File: src/rtl/spi_mon_pkg.sv
// Shared types for the SPI frame monitor: command encoding, FSM states and
// the command field width.
package spi_mon_pkg;

  typedef enum logic [1:0] {
    CMD_WR_ADDR = 2'b00,
    CMD_WR_DATA = 2'b01,
    CMD_RD_ADDR = 2'b10,
    CMD_RD_DATA = 2'b11
  } cmd_e;

  typedef enum logic [2:0] {
    IDLE,
    CHK,
    CMD,
    PAYLOAD,
    GAP,
    TX,
    END,
    OVERRUN
  } state_e;

  localparam int CMD_BITS = 2;

endpackage

File: src/rtl/spi_mon_sat_cnt.sv
// Up-counter that sticks at all-ones instead of wrapping.
module spi_mon_sat_cnt #(
  parameter int WIDTH = 16
) (
  input  logic             clk,
  input  logic             rst_n,
  input  logic             inc,
  output logic [WIDTH-1:0] count
);

  logic [WIDTH-1:0] count_q, count_d;

  always_comb begin
    count_d = count_q;
    if (inc && (count_q != '1)) count_d = count_q + 1'b1;
  end

  always_ff @(posedge clk or negedge rst_n) begin
    if (!rst_n) count_q <= '0;
    else        count_q <= count_d;
  end

  assign count = count_q;

endmodule

File: src/rtl/spi_frame_monitor.sv
// Passive SPI slave-side frame monitor: decodes command/payload/read-data,
// checks frame length, MISO idle level and read ordering.
module spi_frame_monitor
  import spi_mon_pkg::*;
#(
  parameter int DATA_WIDTH = 8,
  parameter int READ_GAP   = 1,
  parameter int CNT_WIDTH  = 16
) (
  input  logic                  clk,
  input  logic                  rst_n,
  input  logic                  SS_n,
  input  logic                  MOSI,
  input  logic                  MISO,
  output logic                  frame_done,
  output logic                  frame_ok,
  output logic [1:0]            frame_cmd,
  output logic [DATA_WIDTH-1:0] frame_data,
  output logic [DATA_WIDTH-1:0] rd_data,
  output logic                  err_short,
  output logic                  err_long,
  output logic                  err_seq,
  output logic                  err_miso,
  output logic [CNT_WIDTH-1:0]  frame_cnt,
  output logic [CNT_WIDTH-1:0]  err_cnt
);

  // Bit counter wide enough for both a payload and the longest gap.
  localparam int CW = $clog2(DATA_WIDTH + 16);

  state_e                state_q, state_d;
  logic [CW-1:0]         cnt_q, cnt_d;
  logic [CMD_BITS-1:0]   cmd_q, cmd_d;
  logic [DATA_WIDTH-1:0] pay_q, pay_d, rx_q, rx_d;
  logic                  seen_q, seen_d;
  logic                  done_q, done_d, ok_q, ok_d;
  logic                  short_q, short_d, long_q, long_d;
  logic                  seq_q, seq_d, miso_q, miso_d;
  logic [CMD_BITS-1:0]   fcmd_q, fcmd_d;
  logic [DATA_WIDTH-1:0] fdata_q, fdata_d, rdd_q, rdd_d;
  logic                  complete, exact, is_rd;

  // The state names the phase the next low sample belongs to; CHK and CMD
  // each absorb one command bit.
  always_comb begin
    state_d  = state_q;
    cnt_d    = cnt_q;
    cmd_d    = cmd_q;
    pay_d    = pay_q;
    rx_d     = rx_q;
    seen_d   = seen_q;
    fcmd_d   = fcmd_q;
    fdata_d  = fdata_q;
    rdd_d    = rdd_q;
    done_d   = 1'b0;
    ok_d     = 1'b0;
    short_d  = 1'b0;
    long_d   = 1'b0;
    seq_d    = 1'b0;
    complete = 1'b0;
    exact    = 1'b0;
    is_rd    = (cmd_q == CMD_RD_DATA);
    miso_d   = MISO && !((state_q == TX) && !SS_n);

    case (state_q)
      IDLE: if (!SS_n) state_d = CHK;
      CHK, CMD: begin
        if (SS_n) short_d = 1'b1;
        else begin
          cmd_d   = {cmd_q[CMD_BITS-2:0], MOSI};
          state_d = (state_q == CHK) ? CMD : PAYLOAD;
          cnt_d   = '0;
        end
      end
      PAYLOAD: begin
        if (SS_n) short_d = 1'b1;
        else begin
          pay_d = {pay_q[DATA_WIDTH-2:0], MOSI};
          cnt_d = cnt_q + 1'b1;
          if (cnt_q == CW'(DATA_WIDTH - 1)) begin
            cnt_d = '0;
            if (!is_rd)            state_d = END;
            else if (READ_GAP > 0) state_d = GAP;
            else                   state_d = TX;
          end
        end
      end
      GAP: begin
        if (SS_n) short_d = 1'b1;
        else begin
          cnt_d = cnt_q + 1'b1;
          if (cnt_q == CW'(READ_GAP - 1)) begin
            cnt_d   = '0;
            state_d = TX;
          end
        end
      end
      TX: begin
        if (SS_n) short_d = 1'b1;
        else begin
          rx_d  = {rx_q[DATA_WIDTH-2:0], MISO};
          cnt_d = cnt_q + 1'b1;
          if (cnt_q == CW'(DATA_WIDTH - 1)) begin
            cnt_d   = '0;
            state_d = END;
          end
        end
      end
      END: begin
        if (SS_n) begin
          complete = 1'b1;
          exact    = 1'b1;
        end else begin
          state_d = OVERRUN;
          long_d  = 1'b1;
        end
      end
      OVERRUN: if (SS_n) complete = 1'b1;
      default: state_d = IDLE;
    endcase

    if (short_d) begin
      state_d = IDLE;
      done_d  = 1'b1;
    end

    // Full-length frames (exact or overrun) publish their decode.
    if (complete) begin
      state_d = IDLE;
      done_d  = 1'b1;
      fcmd_d  = cmd_q;
      fdata_d = pay_q;
      seq_d   = is_rd && !seen_q;
      ok_d    = exact && !seq_d;
      if (is_rd) seen_d = 1'b0;
      if (ok_d && (cmd_q == CMD_RD_ADDR)) seen_d = 1'b1;
      if (ok_d && is_rd) rdd_d = rx_q;
    end
  end

  always_ff @(posedge clk or negedge rst_n) begin
    if (!rst_n) begin
      state_q <= IDLE;
      cnt_q   <= '0;
      seen_q  <= 1'b0;
      done_q  <= 1'b0;
      ok_q    <= 1'b0;
      short_q <= 1'b0;
      long_q  <= 1'b0;
      seq_q   <= 1'b0;
      miso_q  <= 1'b0;
      fcmd_q  <= '0;
      fdata_q <= '0;
      rdd_q   <= '0;
    end else begin
      state_q <= state_d;
      cnt_q   <= cnt_d;
      seen_q  <= seen_d;
      done_q  <= done_d;
      ok_q    <= ok_d;
      short_q <= short_d;
      long_q  <= long_d;
      seq_q   <= seq_d;
      miso_q  <= miso_d;
      fcmd_q  <= fcmd_d;
      fdata_q <= fdata_d;
      rdd_q   <= rdd_d;
    end
  end

  always_ff @(posedge clk) begin
    cmd_q <= cmd_d;
    pay_q <= pay_d;
    rx_q  <= rx_d;
  end

  // Counters take the next-cycle pulse values so they move with the outputs.
  spi_mon_sat_cnt #(.WIDTH(CNT_WIDTH)) u_frame_cnt (
    .clk   (clk),
    .rst_n (rst_n),
    .inc   (done_d && ok_d),
    .count (frame_cnt)
  );

  spi_mon_sat_cnt #(.WIDTH(CNT_WIDTH)) u_err_cnt (
    .clk   (clk),
    .rst_n (rst_n),
    .inc   (short_d || long_d || seq_d || miso_d),
    .count (err_cnt)
  );

  assign frame_done = done_q;
  assign frame_ok   = ok_q;
  assign frame_cmd  = fcmd_q;
  assign frame_data = fdata_q;
  assign rd_data    = rdd_q;
  assign err_short  = short_q;
  assign err_long   = long_q;
  assign err_seq    = seq_q;
  assign err_miso   = miso_q;

endmodule
File: config.mk
export PLATFORM = sky130hd
export DESIGN_NAME = spi_frame_monitor
export DESIGN_NICKNAME = d
export VERILOG_FILES = /design/src/rtl/spi_mon_pkg.sv /design/src/rtl/spi_mon_sat_cnt.sv /design/src/rtl/spi_frame_monitor.sv
export SDC_FILE = /design/constraint.sdc
export NUM_CORES = 1
export LEC_CHECK = 0
export ABC_AREA = 0
export CELL_PAD_IN_SITES_DETAIL_PLACEMENT = 1
export CELL_PAD_IN_SITES_GLOBAL_PLACEMENT = 1
export CORE_MARGIN = 4
export CORE_UTILIZATION = 45
export DETAILED_ROUTE_END_ITERATION = 8
export PLACE_DENSITY_LB_ADDON = 0.1
export SKIP_CTS_REPAIR_TIMING = 1
export SYNTH_ARGS = -nofsm -noshare
export SYNTH_HDL_FRONTEND = slang
export SYNTH_SLANG_ARGS = --single-unit
File: constraint.sdc
create_clock -name clk -period 6.1 [get_ports clk]
set_input_delay 1.22 -clock clk [delete_from_list [all_inputs] [get_ports clk]]
set_output_delay 1.22 -clock clk [all_outputs]
set_load 0.01 [all_outputs]
==> results of run 1 <==
worst min-delay path by stage:
stage | start | to | slack (ns) | cells past startpoint
final | rx_q[4] | rx_q[5] | 0.45 | 0
after global routing | pay_q[6] | pay_q[7] | 0.47 | 0
after CTS | rx_q[4] | rx_q[5] | 0.45 | 0
after detailed placement | rx_q[3] | rx_q[4] | 0.43 | 0
after global placement | rx_q[3] | rx_q[4] | 0.43 | 0
after floorplan | rx_q[0] | rx_q[1] | 0.42 | 0
cells in the mapped netlist (4+ instances only):
cell / instances / area [um2]
a21oi_1: 5 / 25.02
clkbuf_1: 6 / 22.52
dfrtp_1: 65 / 1627
edfxtp_1: 18 / 540.5
ha_1: 4 / 50.05
inv_1: 6 / 22.52
mux2_2: 23 / 259.0
nand2_1: 23 / 86.33
nand3_1: 15 / 75.07
nand4_1: 7 / 43.79
nor2_1: 12 / 45.04
nor3_1: 10 / 50.05
nor4_1: 8 / 50.05
nor4b_1: 7 / 61.31
or3_1: 5 / 31.28
xnor2_1: 9 / 78.83
xor2_1: 20 / 175.2
sequential cells by signal, indices dropped and copies added, names as in the netlist, 2 cells and up:
| name | count |
|---|---|
| frame_cmd | 2 |
| cmd_q | 2 |
| u_err_cnt.count | 16 |
| frame_data | 8 |
| rd_data | 8 |
| rx_q | 8 |
| cnt_q | 5 |
| state_q | 3 |
| u_frame_cnt.count | 16 |
| pay_q | 8 |
per-layer routing:
metal,up-vias,part of all wire [%],track usage (%)
li1,1138,-,-
met2,41,50,27.60
met5,-,0,0
met1,1214,46,21.39
met4,0,1.2,5.184
met3,11,3.0,3.100
power groups by stage:
stage	combinational [mW]	clock [mW]	sequential (mW)
2_1_floorplan	0.0670	0	0.670
3_3_place_gp	0.173	0	0.667
3_5_place_dp	0.179	0	0.669
4_1_cts	0.179	0.412	0.658
5_1_grt	0.192	0.432	0.667
6_report	0.175	0.402	0.657
kinds of logic (layout without fill, tap and decap cells):
family,count (synthesis),count (layout),share of synthesized area (%)
XOR/XNOR,29,29,7.153
adder cells (fa/ha/maj),4,4,1.409
flip-flops,83,83,61.03
buffers and inverters,15,85,1.656
AO/OA/AOI/OAI,20,20,4.122
AND/OR/NAND/NOR,107,107,17.34
multiplexers,23,23,7.294
worst max-delay path, stage by stage:
cell and delay, ns:
clkdlybuf4s50_1 0.74, nand3_2 0.35, or3_1 0.62, nor2_2 0.42, mux2_2 0.40
layout make-up:
type                    count  area [um2]
fillers                   793        3226
flip-flops and latches     83        2167
multi-input cells         183        1331
repair buffers             62       610.6
well taps                 102       127.6
clock buffers               9       123.9
clock inverters             7       75.07
inverters                   7       26.28
through the flow:
stage,hold slack [ns],power [mW]
after floorplan,0.4204,0.7372
after global placement,0.4258,0.8397
after detailed placement,0.4319,0.8472
after CTS,0.4539,1.249
after global routing,0.4684,1.291
final,0.4533,1.233
==> results.py, run 1 <==
metrics = {
    "run_status": {
        "status": "complete, no violations",
    },
    "clock_tree": {
        "cts_root_buffer": "clkbuf_8",
        "path_clk_slew_ns": 0.09,
        "tritoncts": "done",
        "htree_levels": 3,
        "cts.sinks": 83,
        "clock_latency_ns": 0.35,
        "cts_buffers": 9,
        "cts_buffer_depth": 2,
    },
    "yosys": {
        "synth_ff_type": "dfrtp_1",
        "async_flop_share_pct": 78.31,
        "synth_edf_count": 18,
        "synth_cell_type_count": 40,
        "synth_seq_cells": 83,
        "yosys_warnings": 0,
        "syn-num-nets": 290,
        "synth_area_um2": 3551,
        "syn-instance-count": 281,
        "seq_area_frac_synth_pct": 61.03,
        "syn_avg_cell_area_um2": 12.64,
    },
    "critical_path": {
        "endpoint_kind": "register",
        "r2r_end": "rd_data[1]",
        "cp-start-kind": "primary input",
        "path_class": "primary input to register",
        "setup.worst_path.end": "rd_data[1]",
        "path_max_fanout": 14,
        "rr_worst_depth": 4,
        "startpoint": "SS_n",
        "r2r_setup_slack_ns": 3.52,
        "r2r_start": "state_q[1]",
        "crit_arrival_ns": 3.75,
        "cp_data_required_time_ns": 6.33,
    },
    "timing": {
        "relSlewSlack_pct": 24.99,
        "max_freq_ghz": 0.2842,
        "final_max_slew_viol_count": 0,
        "finalSetupViolations": 0,
        "period_share_pct": 57.68,
        "worst_slack_ns": 2.582,
        "fin_skew_ns": 0.01126,
        "worst_pin_slew_ns": 1.122,
        "finalSetupTns_ns": 0,
        "hold_viol_final": 0,
        "fin_crit_ns": 3.518,
        "rsz0062_at_grt": "no",
    },
    "power": {
        "clock_power_share_pct": 32.6,
        "p_comb_share_pct": 14.2,
        "seqPwrFrac_pct": 53.2,
        "p_sw_mw": 0.3401,
        "irDropWorstVdd_mv": 0.1382,
        "power_density_nw_per_um2": 276.4,
        "switching_share_pct": 27.58,
        "internal_power_mw": 0.8931,
        "leakage_nw": 1.900,
    },
    "place": {
        "port_buffers": 60,
        "placed_cell_area_um2": 4263,
        "dp_hpwl_mm": 5.112,
        "pre_cts_slack_ns": 2.197,
        "gp_congestion": 0.7790,
        "dp_cells": 437,
    },
    "grt": {
        "antenna_found_initial": 0,
        "overflow": 0,
        "grt_pass1_wl_mm": 12.59,
        "grt_pass1_vias": 2520,
        "grt_max_degree": 66,
        "track_usage_pct": 16.38,
    },
    "layout": {
        "area_delta_synth_final_pct": 25.65,
        "drive_gt1_share_pct": 13.96,
        "post-route-util_pct": 58.04,
        "postLayoutCellArea_um2": 4462,
        "final_cell_mix": "dfrtp_1, clkdlybuf4s50_1, nand2_1, mux2_2, xor2_1",
        "diodes": 0,
        "final_nets": 355,
        "final_common_cell": "dfrtp_1",
        "fin_cells": 453,
    },
    "hold_path": {
        "timing.hold.worst.class": "register to register",
    },
    "routing": {
        "ant_nets": 0,
        "drc": 0,
        "drtIter0Drc": 76,
        "first_pass_iters": 4,
        "detail_route.vias_per_cell": 5.307,
        "drt_wl_total_mm": 7.366,
        "wl_per_cell_um": 16.26,
        "vias": 2404,
    },
    "floorplanning": {
        "die_y_um": 96.83,
        "dieArea_um2": 9376,
        "pin_count": 61,
        "row_count": 32,
        "start_util_pct": 46.19,
        "core_um2": 7687,
        "fp.dieW_um": 96.83,
    },
    "job": {
        "drv_cap": 0,
    },
}
Power figures use the tool's default switching activity.
==> inputs of run 2 (changes only) <==
Settings changed: CORE_UTILIZATION 45 to 38.
Clock period 6.1 ns to 2.96 ns, I/O delays scaled along.
==> run 2 against run 1 <==
  * Sequential power is 110% higher
  * Register-to-register slack worse by 2.8 ns
  * Design area is 0.70% higher
  * Combinational power is 110% higher
  * Cell count is 3.1% higher
  * Largest cell class unchanged
  * Clock power is 89% higher
==> results.py, run 2 (synthesis results as in run 1) <==
metrics = {
    "grt": {
        "track_usage_pct": 14.38,
        "overflow": 0,
        "grt_pass1_vias": 2655,
        "grt_max_degree": 66,
        "grt_pass1_wl_mm": 12.98,
        "antenna_found_initial": 0,
    },
    "critical_path": {
        "path_max_fanout": 8,
        "cp-start-kind": "primary input",
        "r2r_start": "state_q[1]",
        "cp_data_required_time_ns": 3.19,
        "endpoint_kind": "register",
        "rr_worst_depth": 4,
        "r2r_end": "rd_data[6]",
        "path_cells": "clkdlybuf4s50_1 -> nand3_2 -> or3_1 -> nor2_2 -> mux2_2",
        "slowest_stage": "or3_1",
        "path_buf_inv": 1,
        "cp_top_family": "simple AND/OR/NAND/NOR gates",
        "r2r_setup_slack_ns": 0.70,
        "crit_arrival_ns": 2.53,
        "cpPeakStageDelay_ns": 0.54,
        "path_class": "primary input to register",
    },
    "floorplanning": {
        "die_y_um": 104.7,
        "row_count": 35,
        "start_util_pct": 38.80,
        "fp.dieW_um": 104.7,
        "dieArea_um2": 10950,
        "pin_count": 61,
        "core_um2": 9153,
    },
    "power": {
        "seqPwrFrac_pct": 54.7,
        "switching_share_pct": 28.58,
        "internal_power_mw": 1.764,
        "irDropWorstVdd_mv": 0.2816,
        "p_sw_mw": 0.7060,
        "leakage_nw": 1.916,
        "p_comb_share_pct": 14.6,
        "power_density_nw_per_um2": 549.8,
        "clock_power_share_pct": 30.8,
    },
    "layout": {
        "area_delta_synth_final_pct": 26.53,
        "final_cell_mix": "dfrtp_1, clkdlybuf4s50_1, nand2_1, mux2_2, xor2_1",
        "drive_gt1_share_pct": 15.17,
        "post-route-util_pct": 49.09,
        "final_common_cell": "dfrtp_1",
        "final_nets": 360,
        "fillers": 967,
        "diodes": 0,
    },
    "hold_path": {
        "timing.hold.worst.class": "primary input to asynchronous set/reset pin",
    },
    "timing": {
        "finalSetupViolations": 0,
        "fin_crit_ns": 2.300,
        "worst_pin_slew_ns": 0.8263,
        "max_freq_ghz": 0.4347,
        "hold_viol_final": 0,
        "relSlewSlack_pct": 44.91,
        "fin_skew_ns": 0.01178,
        "final_max_slew_viol_count": 0,
        "rsz0062_at_grt": "no",
        "finalSetupTns_ns": 0,
        "period_share_pct": 77.71,
        "hold_slack_ns": 0.4227,
    },
    "routing": {
        "ant_nets": 0,
        "vias": 2450,
        "drt_wl_total_mm": 7.460,
        "detail_route.vias_per_cell": 5.246,
        "wl_per_cell_um": 15.97,
        "first_pass_iters": 4,
        "drtIter0Drc": 56,
        "drc": 0,
    },
    "job": {
        "drv_cap": 0,
    },
    "clock_tree": {
        "cts.sinks": 83,
        "clock_latency_ns": 0.35,
        "cts_buffer_depth": 2,
        "htree_levels": 3,
        "path_clk_slew_ns": 0.10,
        "cts_root_buffer": "clkbuf_8",
        "tritoncts": "done",
        "cts_buffers": 9,
    },
    "place": {
        "port_buffers": 60,
        "dp_hpwl_mm": 5.194,
        "gp_congestion": 0.7211,
    },
    "run_status": {
        "status": "complete, no violations",
    },
}
-- run 2: how the worst max path moves through the flow --
stage	slack, ns	from	endpoint	cells after the start
after CTS	0.65	SS_n	rd_data[6]	5
after floorplan	0.72	SS_n	rx_q[0]	2
final	0.66	SS_n	rd_data[6]	5
after global routing	0.57	state_q[1]	rd_data[6]	4
after global placement	0.34	SS_n	rd_data[7]	5
after detailed placement	0.30	SS_n	rd_data[6]	5
-- run 2: worst register-to-register path, stage by stage, from the launching register on --
cell     delay (ns)
dfrtp_1        0.66
nand3_2        0.15
or3_1          0.54
nor2_2         0.40
mux2_2         0.40
-- run 2: power by group through the flow --
stage          sequential, mW  clock (mW)  combinational (mW)
2_1_floorplan            1.38           0               0.138
3_3_place_gp             1.37           0               0.360
3_5_place_dp             1.38           0               0.367
4_1_cts                  1.35       0.788               0.368
5_1_grt                  1.37       0.841               0.396
6_report                 1.35       0.760               0.360
-- run 2: cell type report --
type / instances / area, um2 / share of cell area [%]
sequential: 83 / 2167 / 48.23
multi-input combinational: 183 / 1331 / 29.63
timing repair buffer: 67 / 648.1 / 14.42
tap: 111 / 138.9 / 3.091
clock buffer: 9 / 123.9 / 2.757
clock inverter: 7 / 57.56 / 1.281
inverter: 7 / 26.28 / 0.5848
-- run 2: layer usage --
| layer | global-route usage [%] | vias to the layer above | routed length [um] |
|---|---|---|---|
| met5 | 0 | - | 0 |
| met4 | 5.530 | 0 | 124 |
| met3 | 3.274 | 12 | 293 |
| met2 | 24.17 | 40 | 3633 |
| met1 | 18.07 | 1251 | 3408 |
| li1 | - | 1147 | - |
-- run 2: per-stage QoR --
stage	cell area [um2]	std cells	setup slack [ns]	power, mW
2_1_floorplan	3551	281	0.7204	1.519
3_3_place_gp	4312	451	0.3380	1.733
3_5_place_dp	4312	451	0.2953	1.744
4_1_cts	4493	467	0.6502	2.510
5_1_grt	4493	467	0.5676	2.610
6_report	4493	467	0.6597	2.470
